`config.mk`:
```
export PLATFORM = sky130hd
export DESIGN_NAME = tv80_bus_resp_flat
export DESIGN_NICKNAME = d
export VERILOG_FILES = /design/src/rtl/tv80_bus_resp_if.sv /design/src/rtl/tv80_bus_resp.sv /design/src/flat_wrapper.sv
export SDC_FILE = /design/constraint.sdc
export NUM_CORES = 1
export LEC_CHECK = 0
export BUFFER_PORTS_ARGS = -buffer_cell sky130_fd_sc_hd__buf_2
export CAP_MARGIN = 20
export CELL_PAD_IN_SITES_DETAIL_PLACEMENT = 1
export CELL_PAD_IN_SITES_GLOBAL_PLACEMENT = 2
export CORE_UTILIZATION = 30
export DETAILED_ROUTE_END_ITERATION = 7
export PLACE_DENSITY = 0.8
export SKIP_CTS_REPAIR_TIMING = 1
export SLEW_MARGIN = 0
export SYNTH_ARGS = -nofsm -noshare
export SYNTH_HDL_FRONTEND = slang
export SYNTH_SLANG_ARGS = --single-unit
```
`constraint.sdc`:
```
create_clock -name clk -period 2.3 [get_ports clk]
set_clock_uncertainty 0.2 [all_clocks]
set_input_delay 0.115 -clock clk [delete_from_list [all_inputs] [get_ports clk]]
set_output_delay 0.115 -clock clk [all_outputs]
set_load 0.02 [all_outputs]
```
`src/rtl/tv80_bus_resp_if.sv`:
```
`default_nettype none
// ============================================================================
// tv80_bus_resp_if : CPU strobes and backend handshake bundle for tv80_bus_resp
// Revision: 1.0
// ============================================================================
interface tv80_bus_resp_if;
  logic [15:0] A;
  logic        mreq_n;
  logic        iorq_n;
  logic        rd_n;
  logic        wr_n;
  logic        m1_n;
  logic        rfsh_n;
  logic [7:0]  dout;
  logic [7:0]  int_vector;
  logic [7:0]  di;
  logic        wait_n;
  logic        be_req;
  logic        be_we;
  logic        be_io;
  logic [15:0] be_addr;
  logic [7:0]  be_wdata;
  logic [7:0]  be_rdata;
  logic        be_ack;
  logic        timeout;

  modport slave (
    input  A, mreq_n, iorq_n, rd_n, wr_n, m1_n, rfsh_n, dout, int_vector,
           be_rdata, be_ack,
    output di, wait_n, be_req, be_we, be_io, be_addr, be_wdata, timeout
  );

  modport master (
    output A, mreq_n, iorq_n, rd_n, wr_n, m1_n, rfsh_n, dout, int_vector,
           be_rdata, be_ack,
    input  di, wait_n, be_req, be_we, be_io, be_addr, be_wdata, timeout
  );
endinterface
`default_nettype wire

```
`src/rtl/tv80_bus_resp.sv`:
```
`default_nettype none
// ============================================================================
// tv80_bus_resp : TV80 bus cycle to single-request backend bridge with waits
// Revision: 1.0
// ============================================================================
module tv80_bus_resp #(
  parameter int MIN_WAIT = 0,
  parameter int TIMEOUT  = 255
) (
  input  logic           clk,
  input  logic           reset_n,
  tv80_bus_resp_if.slave bus
);

  typedef enum logic [1:0] {
    IDLE = 2'd0,
    REQ  = 2'd1,
    HOLD = 2'd2,
    DONE = 2'd3
  } state_t;

  localparam logic [7:0] TIMEOUT_C  = 8'(TIMEOUT);
  localparam logic [3:0] MIN_WAIT_C = 4'(MIN_WAIT);

  state_t      state;
  logic        acc;
  logic        acc_q;
  logic        inta;
  logic        inta_q;
  logic        start;
  logic        abandon;
  logic        dropped;
  logic [7:0]  tcnt;
  logic [3:0]  wcnt;
  logic [7:0]  di_q;
  logic        be_req_q;
  logic        be_we_q;
  logic        be_io_q;
  logic [15:0] be_addr_q;
  logic [7:0]  be_wdata_q;
  logic        timeout_q;

  assign acc  = bus.rfsh_n & (~bus.mreq_n | ~bus.iorq_n) & (~bus.rd_n ^ ~bus.wr_n);
  assign inta = ~bus.m1_n & ~bus.iorq_n;
  // Ambiguous strobe combinations and interrupt acknowledge never open a request.
  assign start   = acc & ~acc_q & ~(~bus.mreq_n & ~bus.iorq_n) & ~inta;
  assign dropped = abandon | ~acc;

  always_ff @(posedge clk or negedge reset_n) begin
    if (!reset_n) begin
      state      <= IDLE;
      acc_q      <= 1'b0;
      inta_q     <= 1'b0;
      abandon    <= 1'b0;
      tcnt       <= 8'd0;
      wcnt       <= 4'd0;
      di_q       <= 8'h00;
      be_req_q   <= 1'b0;
      be_we_q    <= 1'b0;
      be_io_q    <= 1'b0;
      be_addr_q  <= 16'h0000;
      be_wdata_q <= 8'h00;
      timeout_q  <= 1'b0;
    end else begin
      acc_q     <= acc;
      inta_q    <= inta;
      timeout_q <= 1'b0;
      if (inta && !inta_q) begin
        di_q <= bus.int_vector;
      end
      case (state)
        IDLE, DONE: begin
          if (start) begin
            be_addr_q  <= bus.A;
            be_we_q    <= ~bus.wr_n;
            be_io_q    <= ~bus.iorq_n;
            be_wdata_q <= bus.dout;
            be_req_q   <= 1'b1;
            tcnt       <= 8'd0;
            abandon    <= 1'b0;
            state      <= REQ;
          end else if (state == DONE && !acc) begin
            state <= IDLE;
          end
        end
        REQ: begin
          if (bus.be_ack) begin
            be_req_q <= 1'b0;
            if (dropped) begin
              state <= IDLE;
            end else begin
              if (!be_we_q) begin
                di_q <= bus.be_rdata;
              end
              wcnt  <= MIN_WAIT_C;
              state <= HOLD;
            end
          end else if (tcnt + 8'd1 == TIMEOUT_C) begin
            be_req_q  <= 1'b0;
            timeout_q <= 1'b1;
            if (dropped) begin
              state <= IDLE;
            end else begin
              if (!be_we_q) begin
                di_q <= 8'hFF;
              end
              state <= DONE;
            end
          end else begin
            tcnt    <= tcnt + 8'd1;
            abandon <= dropped;
          end
        end
        HOLD: begin
          if (wcnt == 4'd0) begin
            state <= DONE;
          end else begin
            wcnt <= wcnt - 4'd1;
          end
        end
        default: state <= IDLE;
      endcase
    end
  end

  // Wait is held low in the start cycle itself, before the request registers.
  assign bus.wait_n = ~(reset_n &
                        ((acc & (state == REQ || state == HOLD)) |
                         (start & (state == IDLE || state == DONE))));

  assign bus.di       = di_q;
  assign bus.be_req   = be_req_q;
  assign bus.be_we    = be_we_q;
  assign bus.be_io    = be_io_q;
  assign bus.be_addr  = be_addr_q;
  assign bus.be_wdata = be_wdata_q;
  assign bus.timeout  = timeout_q;

endmodule
`default_nettype wire

```
`src/flat_wrapper.sv`:
```
// flat-port wrapper written by rule: the top's interface ports become plain ports
module tv80_bus_resp_flat 
#(
  parameter int MIN_WAIT = 0,
  parameter int TIMEOUT  = 255
)
  (clk, reset_n, bus_A, bus_mreq_n, bus_iorq_n, bus_rd_n, bus_wr_n, bus_m1_n, bus_rfsh_n, bus_dout, bus_int_vector, bus_be_rdata, bus_be_ack, bus_di, bus_wait_n, bus_be_req, bus_be_we, bus_be_io, bus_be_addr, bus_be_wdata, bus_timeout);
  tv80_bus_resp_if bus_i ();
  input  logic clk;
  input  logic reset_n;
  input wire logic [$bits(bus_i.A)-1:0] bus_A;
  input wire logic [$bits(bus_i.mreq_n)-1:0] bus_mreq_n;
  input wire logic [$bits(bus_i.iorq_n)-1:0] bus_iorq_n;
  input wire logic [$bits(bus_i.rd_n)-1:0] bus_rd_n;
  input wire logic [$bits(bus_i.wr_n)-1:0] bus_wr_n;
  input wire logic [$bits(bus_i.m1_n)-1:0] bus_m1_n;
  input wire logic [$bits(bus_i.rfsh_n)-1:0] bus_rfsh_n;
  input wire logic [$bits(bus_i.dout)-1:0] bus_dout;
  input wire logic [$bits(bus_i.int_vector)-1:0] bus_int_vector;
  input wire logic [$bits(bus_i.be_rdata)-1:0] bus_be_rdata;
  input wire logic [$bits(bus_i.be_ack)-1:0] bus_be_ack;
  output wire logic [$bits(bus_i.di)-1:0] bus_di;
  output wire logic [$bits(bus_i.wait_n)-1:0] bus_wait_n;
  output wire logic [$bits(bus_i.be_req)-1:0] bus_be_req;
  output wire logic [$bits(bus_i.be_we)-1:0] bus_be_we;
  output wire logic [$bits(bus_i.be_io)-1:0] bus_be_io;
  output wire logic [$bits(bus_i.be_addr)-1:0] bus_be_addr;
  output wire logic [$bits(bus_i.be_wdata)-1:0] bus_be_wdata;
  output wire logic [$bits(bus_i.timeout)-1:0] bus_timeout;
  assign bus_i.A = bus_A;
  assign bus_i.mreq_n = bus_mreq_n;
  assign bus_i.iorq_n = bus_iorq_n;
  assign bus_i.rd_n = bus_rd_n;
  assign bus_i.wr_n = bus_wr_n;
  assign bus_i.m1_n = bus_m1_n;
  assign bus_i.rfsh_n = bus_rfsh_n;
  assign bus_i.dout = bus_dout;
  assign bus_i.int_vector = bus_int_vector;
  assign bus_i.be_rdata = bus_be_rdata;
  assign bus_i.be_ack = bus_be_ack;
  assign bus_di = bus_i.di;
  assign bus_wait_n = bus_i.wait_n;
  assign bus_be_req = bus_i.be_req;
  assign bus_be_we = bus_i.be_we;
  assign bus_be_io = bus_i.be_io;
  assign bus_be_addr = bus_i.be_addr;
  assign bus_be_wdata = bus_i.be_wdata;
  assign bus_timeout = bus_i.timeout;
  tv80_bus_resp #(.MIN_WAIT(MIN_WAIT), .TIMEOUT(TIMEOUT)) u_core (.clk(clk), .reset_n(reset_n), .bus(bus_i));
endmodule
```
# Word-level counts from Yosys, hierarchy flattened
# Index checks and enable logic that the tools add are counted.
dict set report op_classes {
  n_eq_ne 13
  mux 35
  n_reduce_logical 16
  add_sub_neg 2
  bitwise_logic 24
}
# operator count
set ops {}
lappend ops {{2-to-1 mux 8 bit} 11}
lappend ops {{case mux 8 bit (2 select lines)} 1}
lappend ops {{2-to-1 mux 2 bit} 7}
lappend ops {{2-to-1 mux 4 bit} 3}
lappend ops {{AND 1 bit} 10}
lappend ops {{inequality test 2 bit, second input constant} 5}
lappend ops {{NOT 1 bit} 10}
lappend ops {{2-to-1 mux 1 bit} 9}
lappend ops {{adder 8 x 1 -> 8 bit, second input constant} 1}
lappend ops {{equality test 8 bit, second input constant} 1}
lappend ops {{case mux 4 bit (2 select lines)} 1}
lappend ops {{AND reduction 4 bit} 2}
lappend ops {{case mux 2 bit (3 select lines)} 1}
lappend ops {{AND reduction 3 bit} 2}
lappend ops {{equality test 2 bit, second input constant} 2}
lappend ops {{zero test 4 bit} 1}
lappend ops {{inequality test 2 x 1 -> 1 bit, second input constant} 2}
lappend ops {{case mux 1 bit (2 select lines)} 2}
lappend ops {{nonzero test 2 bit} 2}
lappend ops {{subtractor 4 x 1 -> 4 bit, second input constant} 1}
lappend ops {{inequality test 3 x 1 -> 1 bit, second input constant} 1}
lappend ops {{inequality test 3 x 2 -> 1 bit, second input constant} 1}
lappend ops {{bitwise OR 1 bit} 3}
lappend ops {{equality test 2 x 1 -> 1 bit, second input constant} 1}
lappend ops {{7 further kinds} 10}
dict set report totals {
  regBits 53
  output_inout_bits 37
  inputBits 49
}

# Longest topological paths before layout
# Gate-level depths: netlist of the first run.
dict set report depth {
  ltp_word 11
  ltp_mapped 8
  mapped_depth_nobuf 7
}

# Least setup slack after synthesis of the first run
# No wires, ideal clock.
dict set report synth_timing {
  kind {reg-to-reg}
  start {register u_core.state[1]}
  end {register u_core.state[0]}
  setup_slack_ns 0.286
  synth_period_minus_slack_ns 2.014
  path_buffers 1
  setup_ns 0.128
  arrival_ns 1.687
  stages_incl_launch_ff 8
  required_time_ns 1.972
  cell_sequence {dfrtp_1 inv_1 ha_1 clkbuf_1 nand2b_1 a311oi_1 nor3_2 mux2_1}
}
dict set report synth_between {
  elab_chain_len 4
  word_cells_on_any_way 11
  classes_between {eq/ne (6); mux (1); reduce/logical (4)}
}
# element line
set synth_rtl {}
lappend synth_rtl {{start, declared} tv80_bus_resp.sv:25} ;# state_t state;
lappend synth_rtl {{start signal, assigned} tv80_bus_resp.sv:51} ;# state <= IDLE;
lappend synth_rtl {{start signal, assigned} tv80_bus_resp.sv:81} ;# state <= REQ;
lappend synth_rtl {{start signal, assigned} tv80_bus_resp.sv:83} ;# state <= IDLE;
lappend synth_rtl {{equality test 2 bit / zero test 2 bit (equally long branches)} {tv80_bus_resp.sv:71, tv80_bus_resp.sv:82}}
lappend synth_rtl {{OR reduction 2 bit / logical AND 1 bit (equally long branches)} {tv80_bus_resp.sv:71, tv80_bus_resp.sv:82}}
lappend synth_rtl {{inequality test 3 x 1 -> 1 bit (no source line)} -}
lappend synth_rtl {{AND reduction 3 bit (no source line)} -}
# Several ways; a longest one is shown, not always the timed one.
# A chain may end at the register's enable or synchronous reset.

# Worst setup path after layout of the first run
dict set report layout_timing {
  start {register u_core.tcnt[0]}
  end {register u_core.be_req_q (netlist: u_core.bus.be_req)}
}
dict set report layout_between {
  elab_chain_len 4
}
# element line
set layout_rtl {}
lappend layout_rtl {{start, declared} tv80_bus_resp.sv:33} ;# logic [7:0] tcnt;
lappend layout_rtl {{start signal, assigned} tv80_bus_resp.sv:110} ;# tcnt <= tcnt + 8'd1;
lappend layout_rtl {{adder 8 x 1 -> 8 bit} tv80_bus_resp.sv:98} ;# end else if (tcnt + 8'd1 == TIMEOUT_C) begin
lappend layout_rtl {{equality test 8 bit} tv80_bus_resp.sv:98}
lappend layout_rtl {{inequality test 3 x 2 -> 1 bit (no source line)} -}
lappend layout_rtl {{AND reduction 3 bit (no source line)} -}
lappend layout_rtl {{end signal, assigned} tv80_bus_resp.sv:78} ;# be_req_q <= 1'b1;
lappend layout_rtl {{end signal, assigned} tv80_bus_resp.sv:88} ;# be_req_q <= 1'b0;
lappend layout_rtl {{end signal, assigned} tv80_bus_resp.sv:99} ;# be_req_q <= 1'b0;
lappend layout_rtl {{end, declared} tv80_bus_resp.sv:36} ;# logic be_req_q;
# No other way between the ends.

==> results of run 1 <==
-- where the power goes --
part | switching (mW) | total [mW] | leakage (nW) | internal, mW
logic | 0.790 | 1.31 | 1.13 | 0.518
registers | 0.185 | 1.38 | 0.693 | 1.19
clock network | 0.338 | 0.556 | 0.0445 | 0.217
-- state kept, by name, summed over array words and instances (netlist names) --
signal and cells:
u_core.abandon 1, u_core.acc_q 1, u_core.bus.be_addr 16, u_core.bus.be_io 1
u_core.bus.be_req 1, u_core.bus.be_wdata 8, u_core.bus.be_we 1, u_core.bus.di 8
u_core.bus.timeout 1, u_core.inta_q 1, u_core.state 2, u_core.tcnt 8
u_core.wcnt 4
-- cells in the final DEF, fill, tap and decap left out, drive strengths merged, types with 2 or more instances in the layout --
cell type    instances
a211oi               6
a21boi               4
a21oi                2
a22o                 2
a31o                 3
a31oi                5
buf                100
clkbuf               5
dfrtp               53
dlygate4sd3         34
ha                   8
inv                 12
mux2                 6
mux2i                9
nand2               87
nand2b               3
nand3                6
nand3b               4
nor2                15
nor2b                6
nor3                 6
nor4                 2
o21ai               16
o221ai               2
o22ai                6
o2bb2ai              2
o31ai                4
xnor2                2
-- final cells by class --
class                      count  area, sq um
clock buffer                   5         68.8
clock inverter                 3         21.3
fill                        1042         5000
inverter                      11         41.3
multi-input combinational    221         1320
sequential                    53         1330
tap                          108          135
timing repair buffer         134          891
-- final timing paths --
path                       cells past startpoint                     end                   start  slack [ns]
hold / removal                                 3        u_core.bus.di[1]       bus_int_vector[1]       -0.04
max in group asynchronous                      3           u_core.inta_q                 reset_n        1.27
min in group asynchronous                      2          u_core.tcnt[2]                 reset_n        0.02
setup / recovery                               8       u_core.bus.be_req          u_core.tcnt[0]        0.09
setup reg to reg                               8       u_core.bus.be_req          u_core.tcnt[0]        0.09
hold reg to reg                                2  u_core.bus.be_wdata[2]  u_core.bus.be_wdata[2]        0.28
-- synth_stat cells, types with 2 or more instances --
cell                        number  area share
sky130_fd_sc_hd__dfrtp_1        53        0.48
sky130_fd_sc_hd__a31oi_1         5       0.011
sky130_fd_sc_hd__nand2_1        87        0.12
sky130_fd_sc_hd__o2bb2ai_1       2      0.0064
sky130_fd_sc_hd__a211oi_1        6       0.016
sky130_fd_sc_hd__nor2b_1         6       0.014
sky130_fd_sc_hd__inv_1          11       0.015
sky130_fd_sc_hd__o21ai_0        14       0.026
sky130_fd_sc_hd__o21ai_1         2      0.0036
sky130_fd_sc_hd__a21oi_1         2      0.0036
sky130_fd_sc_hd__a31o_2          3      0.0096
sky130_fd_sc_hd__nor2_1         15       0.021
sky130_fd_sc_hd__xnor2_1         2      0.0064
sky130_fd_sc_hd__mux2_2          5       0.021
sky130_fd_sc_hd__nand3b_1        4       0.011
sky130_fd_sc_hd__buf_2           8       0.015
sky130_fd_sc_hd__a21boi_0        4       0.011
sky130_fd_sc_hd__o221ai_1        2      0.0064
sky130_fd_sc_hd__nor3_2          2      0.0073
sky130_fd_sc_hd__nand3_1         6       0.011
sky130_fd_sc_hd__nor3_1          4      0.0073
sky130_fd_sc_hd__nand2b_1        3      0.0068
sky130_fd_sc_hd__a22o_1          2      0.0064
sky130_fd_sc_hd__o22ai_1         6       0.014
sky130_fd_sc_hd__o31ai_1         4       0.011
sky130_fd_sc_hd__ha_1            8       0.036
sky130_fd_sc_hd__mux2i_1         9       0.033
sky130_fd_sc_hd__clkbuf_1        6      0.0082
-- routing by layer --
| layer | part of all wire | vias to the layer above | track usage | wire, microns |
|---|---|---|---|---|
| li1 | - | 1278 | - | - |
| met1 | 0.44 | 1327 | 0.223 | 3680 |
| met2 | 0.50 | 67 | 0.282 | 4130 |
| met3 | 0.050 | 7 | 0.0417 | 417 |
| met4 | 0.0084 | 0 | 0.0280 | 70 |
| met5 | 0 | - | 0 | 0 |
-- worst reg2reg max path: stages (launching register included) --
cell	delay, ns
sky130_fd_sc_hd__dfrtp_1	0.47
sky130_fd_sc_hd__inv_1	0.09
sky130_fd_sc_hd__ha_1	0.17
sky130_fd_sc_hd__nand3_1	0.11
sky130_fd_sc_hd__nor3_1	0.21
sky130_fd_sc_hd__a21o_1	0.36
sky130_fd_sc_hd__a21oi_1	0.12
sky130_fd_sc_hd__buf_4	0.17
sky130_fd_sc_hd__o22a_1	0.20
-- metrics by stage --
stage	setup TNS, ns	hold slack (ns)	utilization	area (sq um)	setup slack, ns
floorplan	0	-0.381	-	2740	0.286
global placement	0	-0.180	0.382	3360	0.144
detailed placement	0	-0.177	0.382	3360	0.0166
CTS	-0.0198	-0.521	0.392	3450	-0.0162
global route	0	0.00607	0.432	3810	0.00143
finish	0	-0.0362	0.432	3810	0.0927
-- cells by family (layout without fill, tap and decap cells) --
kind of cell             count (synthesis)  after routing
adder cells (fa/ha/maj)                  8              8
AND/OR/NAND/NOR                        135            135
XOR/XNOR                                 3              3
multiplexers                            15             15
buffers and inverters                   26            153
flip-flops                              53             53
AO/OA/AOI/OAI                           60             60
==> key figures, run 1 <==
Timing
  – Final number of max-transition violations: 0
  – Worst Hold Margin: -0.0362 ns
  – Transition time of the tightest slew-check pin: about 0.50 ns
  – Time the worst path needs with I/O delays and setup: around 2.2 ns
  – Share of the cycle needed by the critical path after routing: 0.960
  – Final setup violation count: 0
  – Maximum clock frequency: around 0.45 GHz
  – Worst rel slew slack: 0.664
  – Setup repair after global routing missed its margin: no
  – Hold violation count in the final report: 4

Clock tree
  – Clock sink count: 53
  – TritonCTS clock tree: done
  – Cts bufs inserted: 5
  – CTS root buf: sky130_fd_sc_hd__clkbuf_8
  – Clock latency on the worst-skew pair: 0.31 ns
  – Clock-pin slew on the worst setup and hold paths: 0.10 ns
  – CTS Buffer Depth: 2
  – H-tree levels: 2

Setup path
  – Delay of the slowest critical-path stage: roughly 0.47 ns
  – WP data arrival: ~2.2 ns
  – Crit. End Element: flop
  – Required time worst endpoint: between 2 and 2.5 ns
  – Critical path cell sequence: inv_1, ha_1, nand3_1, nor3_1, a21o_1, a21oi_1, buf_4, o22a_1
  – Cell with the largest stage delay on the worst path: sky130_fd_sc_hd__dfrtp_1
  – Buffer and inverter count on the worst path: 2
  – Kind of launch point of the worst setup path: flop
  – Worst setup path class: flop to flop
  – Cell class contributing the biggest share of worst-path delay: compound AO/OA/AOI/OAI gates
  – CP Max Fanout: 9

Routing
  – Routed wire length: 8300 microns
  – Vias per Instance: between 5 and 6
  – Residual DRC: 5
  – Drt initial violations: 113
  – Average routed wire per standard cell: 15.5 microns
  – DR pass1 iterations: 6
  – Total number of vias: 2679
  – Detail Route Antenna Nets: 0

Synthesis
  – Post-Syn Area: 2740 sq um
  – Top_reg_cell synth: sky130_fd_sc_hd__dfrtp_1
  – Syn_nets: 357
  – Post-synthesis sequential area ratio: 0.484
  – Number of distinct library cell variants in the gate-level netlist after synthesis: 47
  – Share of synthesized registers carrying an async set or reset: 1.00
  – Flops & latches, synth: 53
  – Multiplexer area fraction after synthesis: 0.0575
  – Compound-Gate Fraction of Synth Area: 0.152
  – Combinational family with the most area after synthesis: simple AND/OR/NAND/NOR gates
  – Syn Inst Count: 300
  – Mean post-synth cell area: 9.14 sq um
  – Fraction of the mapped netlist area in simple logic gates: 0.222
  – Number of enable flip-flop cells after synthesis: 0
  – Synthesized-area fraction occupied by xor and xnor cells: 0.00958
  – Adder and majority cell fraction of the synthesized area: 0.0365
  – Yosys warning count: 0

Global routing
  – Largest net degree at the start of global routing: 29
  – Global-route wire length before repair: 13100 microns
  – Number of antenna violations at the first check in global routing: 0
  – Overall Global Routing Usage: 0.168
  – Via count of the first global-routing pass: 2750
  – Global route total overflow: 0

Layout
  – Fraction of final layout cells sized beyond drive strength 1: 0.286
  – Final-stage net count: approximately 480
  – Area Growth Syn to Fin: 38.8%
  – Number of standard cells in the layout, taps in and fillers out: 535
  – Number of antenna repair diodes: 0

Floorplan
  – Boundary pin count: 86
  – Vertical die dimension: ~98 microns
  – Die Area: 9530 sq um
  – Rows: 34
  – Core area: 8810 sq um
  – Die Width: 97.6 microns
  – Starting density of the core: 0.311

Job
  – Max capacitance violation total: 0

Pwr
  – Lkg Pwr: approximately 1.9 nW
  – Cell Pwr Density: ~850 nW/um^2
  – Total power draw: 3.24 mW
  – IR Drop Worst-Case VDD: 0.353 mV

Hold path
  – Class of the tightest hold or removal check: primary input to flop

Status
  – Outcome: complete, but fails checks
  – Failing checks: design-rule violations, negative hold slack

Place
  – Instance count after placement with tap cells included: 493
  – Sum of net half-perimeters after detailed placement: about 5800 microns
  – Count of input and output buffers: 85
  – Placer congestion estimate: 0.866
(Power assumes the default switching activity.)
==> run 2: changes to the inputs <==
--- a/config.mk
+++ b/config.mk
@@ -9,9 +9,9 @@
 export CAP_MARGIN = 20
 export CELL_PAD_IN_SITES_DETAIL_PLACEMENT = 1
 export CELL_PAD_IN_SITES_GLOBAL_PLACEMENT = 2
-export CORE_UTILIZATION = 30
+export CORE_UTILIZATION = 32
 export DETAILED_ROUTE_END_ITERATION = 7
-export PLACE_DENSITY = 0.8
+export PLACE_DENSITY = 0.84
 export SKIP_CTS_REPAIR_TIMING = 1
 export SLEW_MARGIN = 0
 export SYNTH_ARGS = -nofsm -noshare
==> constraint.sdc (replaced) <==
create_clock -name clk -period 2.8 [get_ports clk]
set_clock_uncertainty 0.2 [all_clocks]
set_input_delay 0.14 -clock clk [delete_from_list [all_inputs] [get_ports clk]]
set_output_delay 0.14 -clock clk [all_outputs]
set_load 0.02 [all_outputs]
==> run 2 against run 1 <==
  * The flow finishes with violations (negative hold slack)
  * Non-clock buffer count down 8
  * Sequential share of layout area grew 0.68 points
  * Combinational power down 21%
  * Sequential cell count is the same
  * Clock-buffer cell count did not move
  * Final cell count shrank 2.2%
  * Critical path depth shrank 1
  * Critical endpoint is now u_core.state[0]
==> key figures, run 2 (synthesized netlist as in run 1, its figures left out) <==
Status
  – Outcome: complete, but fails checks
  – Failing checks: negative hold slack

Timing
  – Hold violation count in the final report: 1 (-3)
  – Final number of max-transition violations: 0 (unchanged)
  – Worst rel slew slack: 0.509 (-0.155)
  – Post-route setup TNS: 0 ns (unchanged)
  – Transition time of the tightest slew-check pin: 0.732 ns (+0.232 ns)
  – Share of the cycle needed by the critical path after routing: 0.846
  – Time the worst path needs with I/O delays and setup: about 2.4 ns
  – Worst Hold Margin: -0.00331 ns (+0.0329 ns)
  – Setup repair after global routing missed its margin: no
  – Maximum clock frequency: around 0.42 GHz
  – Final setup violation count: 0 (unchanged)

Pwr
  – Lkg Pwr: 1.83 nW (-1.9%)
  – IR Drop Worst-Case VDD: 0.382 mV (+8.1%)
  – Cell Pwr Density: 726 nW/um^2 (-15%)

Routing
  – Average routed wire per standard cell: 15.9 microns (+2.3%)
  – Total number of vias: 2644 (-1.3%)
  – Drt initial violations: 106 (-6.2%)
  – Residual DRC: 0 (-5)
  – DR pass1 iterations: 4 (-2)
  – Routed wire length: 8300 microns (unchanged)
  – Vias per Instance: 5.06 (+0.96%)
  – Detail Route Antenna Nets: 0 (unchanged)

Clock tree
  – TritonCTS clock tree: done
  – Clock latency on the worst-skew pair: 0.31 ns (about the same)
  – Cts bufs inserted: 5 (unchanged)
  – CTS Buffer Depth: 2 (unchanged)
  – Clock sink count: 53 (unchanged)
  – H-tree levels: 2 (unchanged)
  – Clock-pin slew on the worst setup and hold paths: 0.10 ns (about the same)
  – CTS root buf: sky130_fd_sc_hd__clkbuf_8

Global routing
  – Via count of the first global-routing pass: 2618 (-4.8%)
  – Overall Global Routing Usage: 0.184 (+0.0157)
  – Global route total overflow: 0 (unchanged)
  – Number of antenna violations at the first check in global routing: 0 (unchanged)
  – Global-route wire length before repair: 12900 microns (-1.8%)
  – Largest net degree at the start of global routing: 37 (+28%)

Layout
  – Most common cell after layout, fill and taps aside: sky130_fd_sc_hd__nand2_1
  – Final-stage net count: 475 (-1.7%)
  – Fraction of final layout cells sized beyond drive strength 1: 0.266 (-0.0202)
  – Area Growth Syn to Fin: 36.1%
  – Most frequent cells in the layout: sky130_fd_sc_hd__nand2_1, sky130_fd_sc_hd__buf_2, sky130_fd_sc_hd__dfrtp_1
  – Number of standard cells in the layout, taps in and fillers out: 523 (-2.2%)
  – Number of flip-flops under the largest register name: 16 (unchanged)
  – Number of antenna repair diodes: 0 (unchanged)

Place
  – Count of input and output buffers: 85 (unchanged)
  – Instance count after placement with tap cells included: 482 (-2.2%)
  – Placer congestion estimate: 0.777 (-10%)
  – Sum of net half-perimeters after detailed placement: 5710 microns (-0.89%)

Floorplan
  – Die Area: 8950 sq um (-6.1%)
  – Core area: 8260 sq um (-6.2%)
  – Rows: 33 (-2.9%)
  – Die Width: 94.6 microns (-3.1%)
  – Starting density of the core: 0.332 (+0.0207)
  – Boundary pin count: 86 (unchanged)
  – Vertical die dimension: 94.6 microns (-3.1%)

Setup path
  – Buffer and inverter count on the worst path: 2 (unchanged)
  – CP Max Fanout: 7 (-2)
  – Worst setup path class: primary input to flop
  – WP data arrival: 2.37 ns (+0.16 ns)
  – Kind of launch point of the worst setup path: primary input
  – Cell with the largest stage delay on the worst path: sky130_fd_sc_hd__dlygate4sd3_1
  – Delay of the slowest critical-path stage: 0.53 ns (+0.06 ns)
  – Cell class contributing the biggest share of worst-path delay: simple AND/OR/NAND/NOR gates
  – Critical path cell sequence: dlygate4sd3_1, buf_2, xnor2_1, nor4_4, o22ai_1, nor3_2, mux2_1
  – Crit. End Element: flop
  – Required time worst endpoint: 2.80 ns (+0.49 ns)

Hold path
  – Class of the tightest hold or removal check: primary input to flop

Job
  – Max capacitance violation total: 0 (unchanged)
## run 2: worst register-to-register path: cells and delay by family (launching register included)
kind                       cells  cell delay, ns
DFF                            1            0.43
muxes                          1            0.52
AOI/OAI and AO/OA              2            0.30
buffers and inverters          2            0.34
adders and majority gates      1            0.39
## run 2: path summary, 6_finish.rpt
path	startpoint	endpoint	slack, ns	cells after the start
setup / recovery	bus_wr_n	u_core.state[0]	0.43	7
hold / removal	bus_int_vector[6]	u_core.bus.di[6]	-0.003	3
setup reg to reg	u_core.state[0]	u_core.tcnt[6]	0.54	6
hold reg to reg	u_core.bus.be_addr[13]	u_core.bus.be_addr[13]	0.28	2
max in group asynchronous	reset_n	u_core.tcnt[0]	1.48	3
min in group asynchronous	reset_n	u_core.bus.timeout	0.09	2
## run 2: power by group
group	total (mW)	internal (mW)	leakage (nW)	switching [mW]
Combinational	1.04	0.397	1.09	0.648
Clock	0.536	0.265	0.0546	0.271
Sequential	1.13	0.979	0.693	0.150
Total	2.71	1.64	1.83	1.07
## run 2: final cells by class
class	count	area [sq um]
Fill cell	987	4520
Tap cell	105	131
Sequential cell	53	1330
Inverter	11	41.3
Multi-Input combinational cell	221	1310
Timing Repair Buffer	126	818
Clock buffer	5	68.8
Clock inverter	2	38.8
## run 2: stage by stage
step / utilization / power [mW] / worst slack [ns] / hold WS [ns] / area [sq um]
floorplan: - / 1.76 / 0.786 / -0.356 / 2740
global placement: 0.398 / 2.12 / 0.676 / -0.0841 / 3290
detailed placement: 0.398 / 2.15 / 0.608 / -0.0830 / 3290
CTS: 0.411 / 2.70 / 0.557 / -0.428 / 3390
global route: 0.452 / 2.89 / 0.314 / 0.0211 / 3730
finish: 0.452 / 2.71 / 0.430 / -0.00331 / 3730
## run 2: metal layers
layer,global-route usage,part of all wire
met5,0,0
met4,0.0467,0.0093
met3,0.0467,0.047
met2,0.298,0.50
met1,0.246,0.44
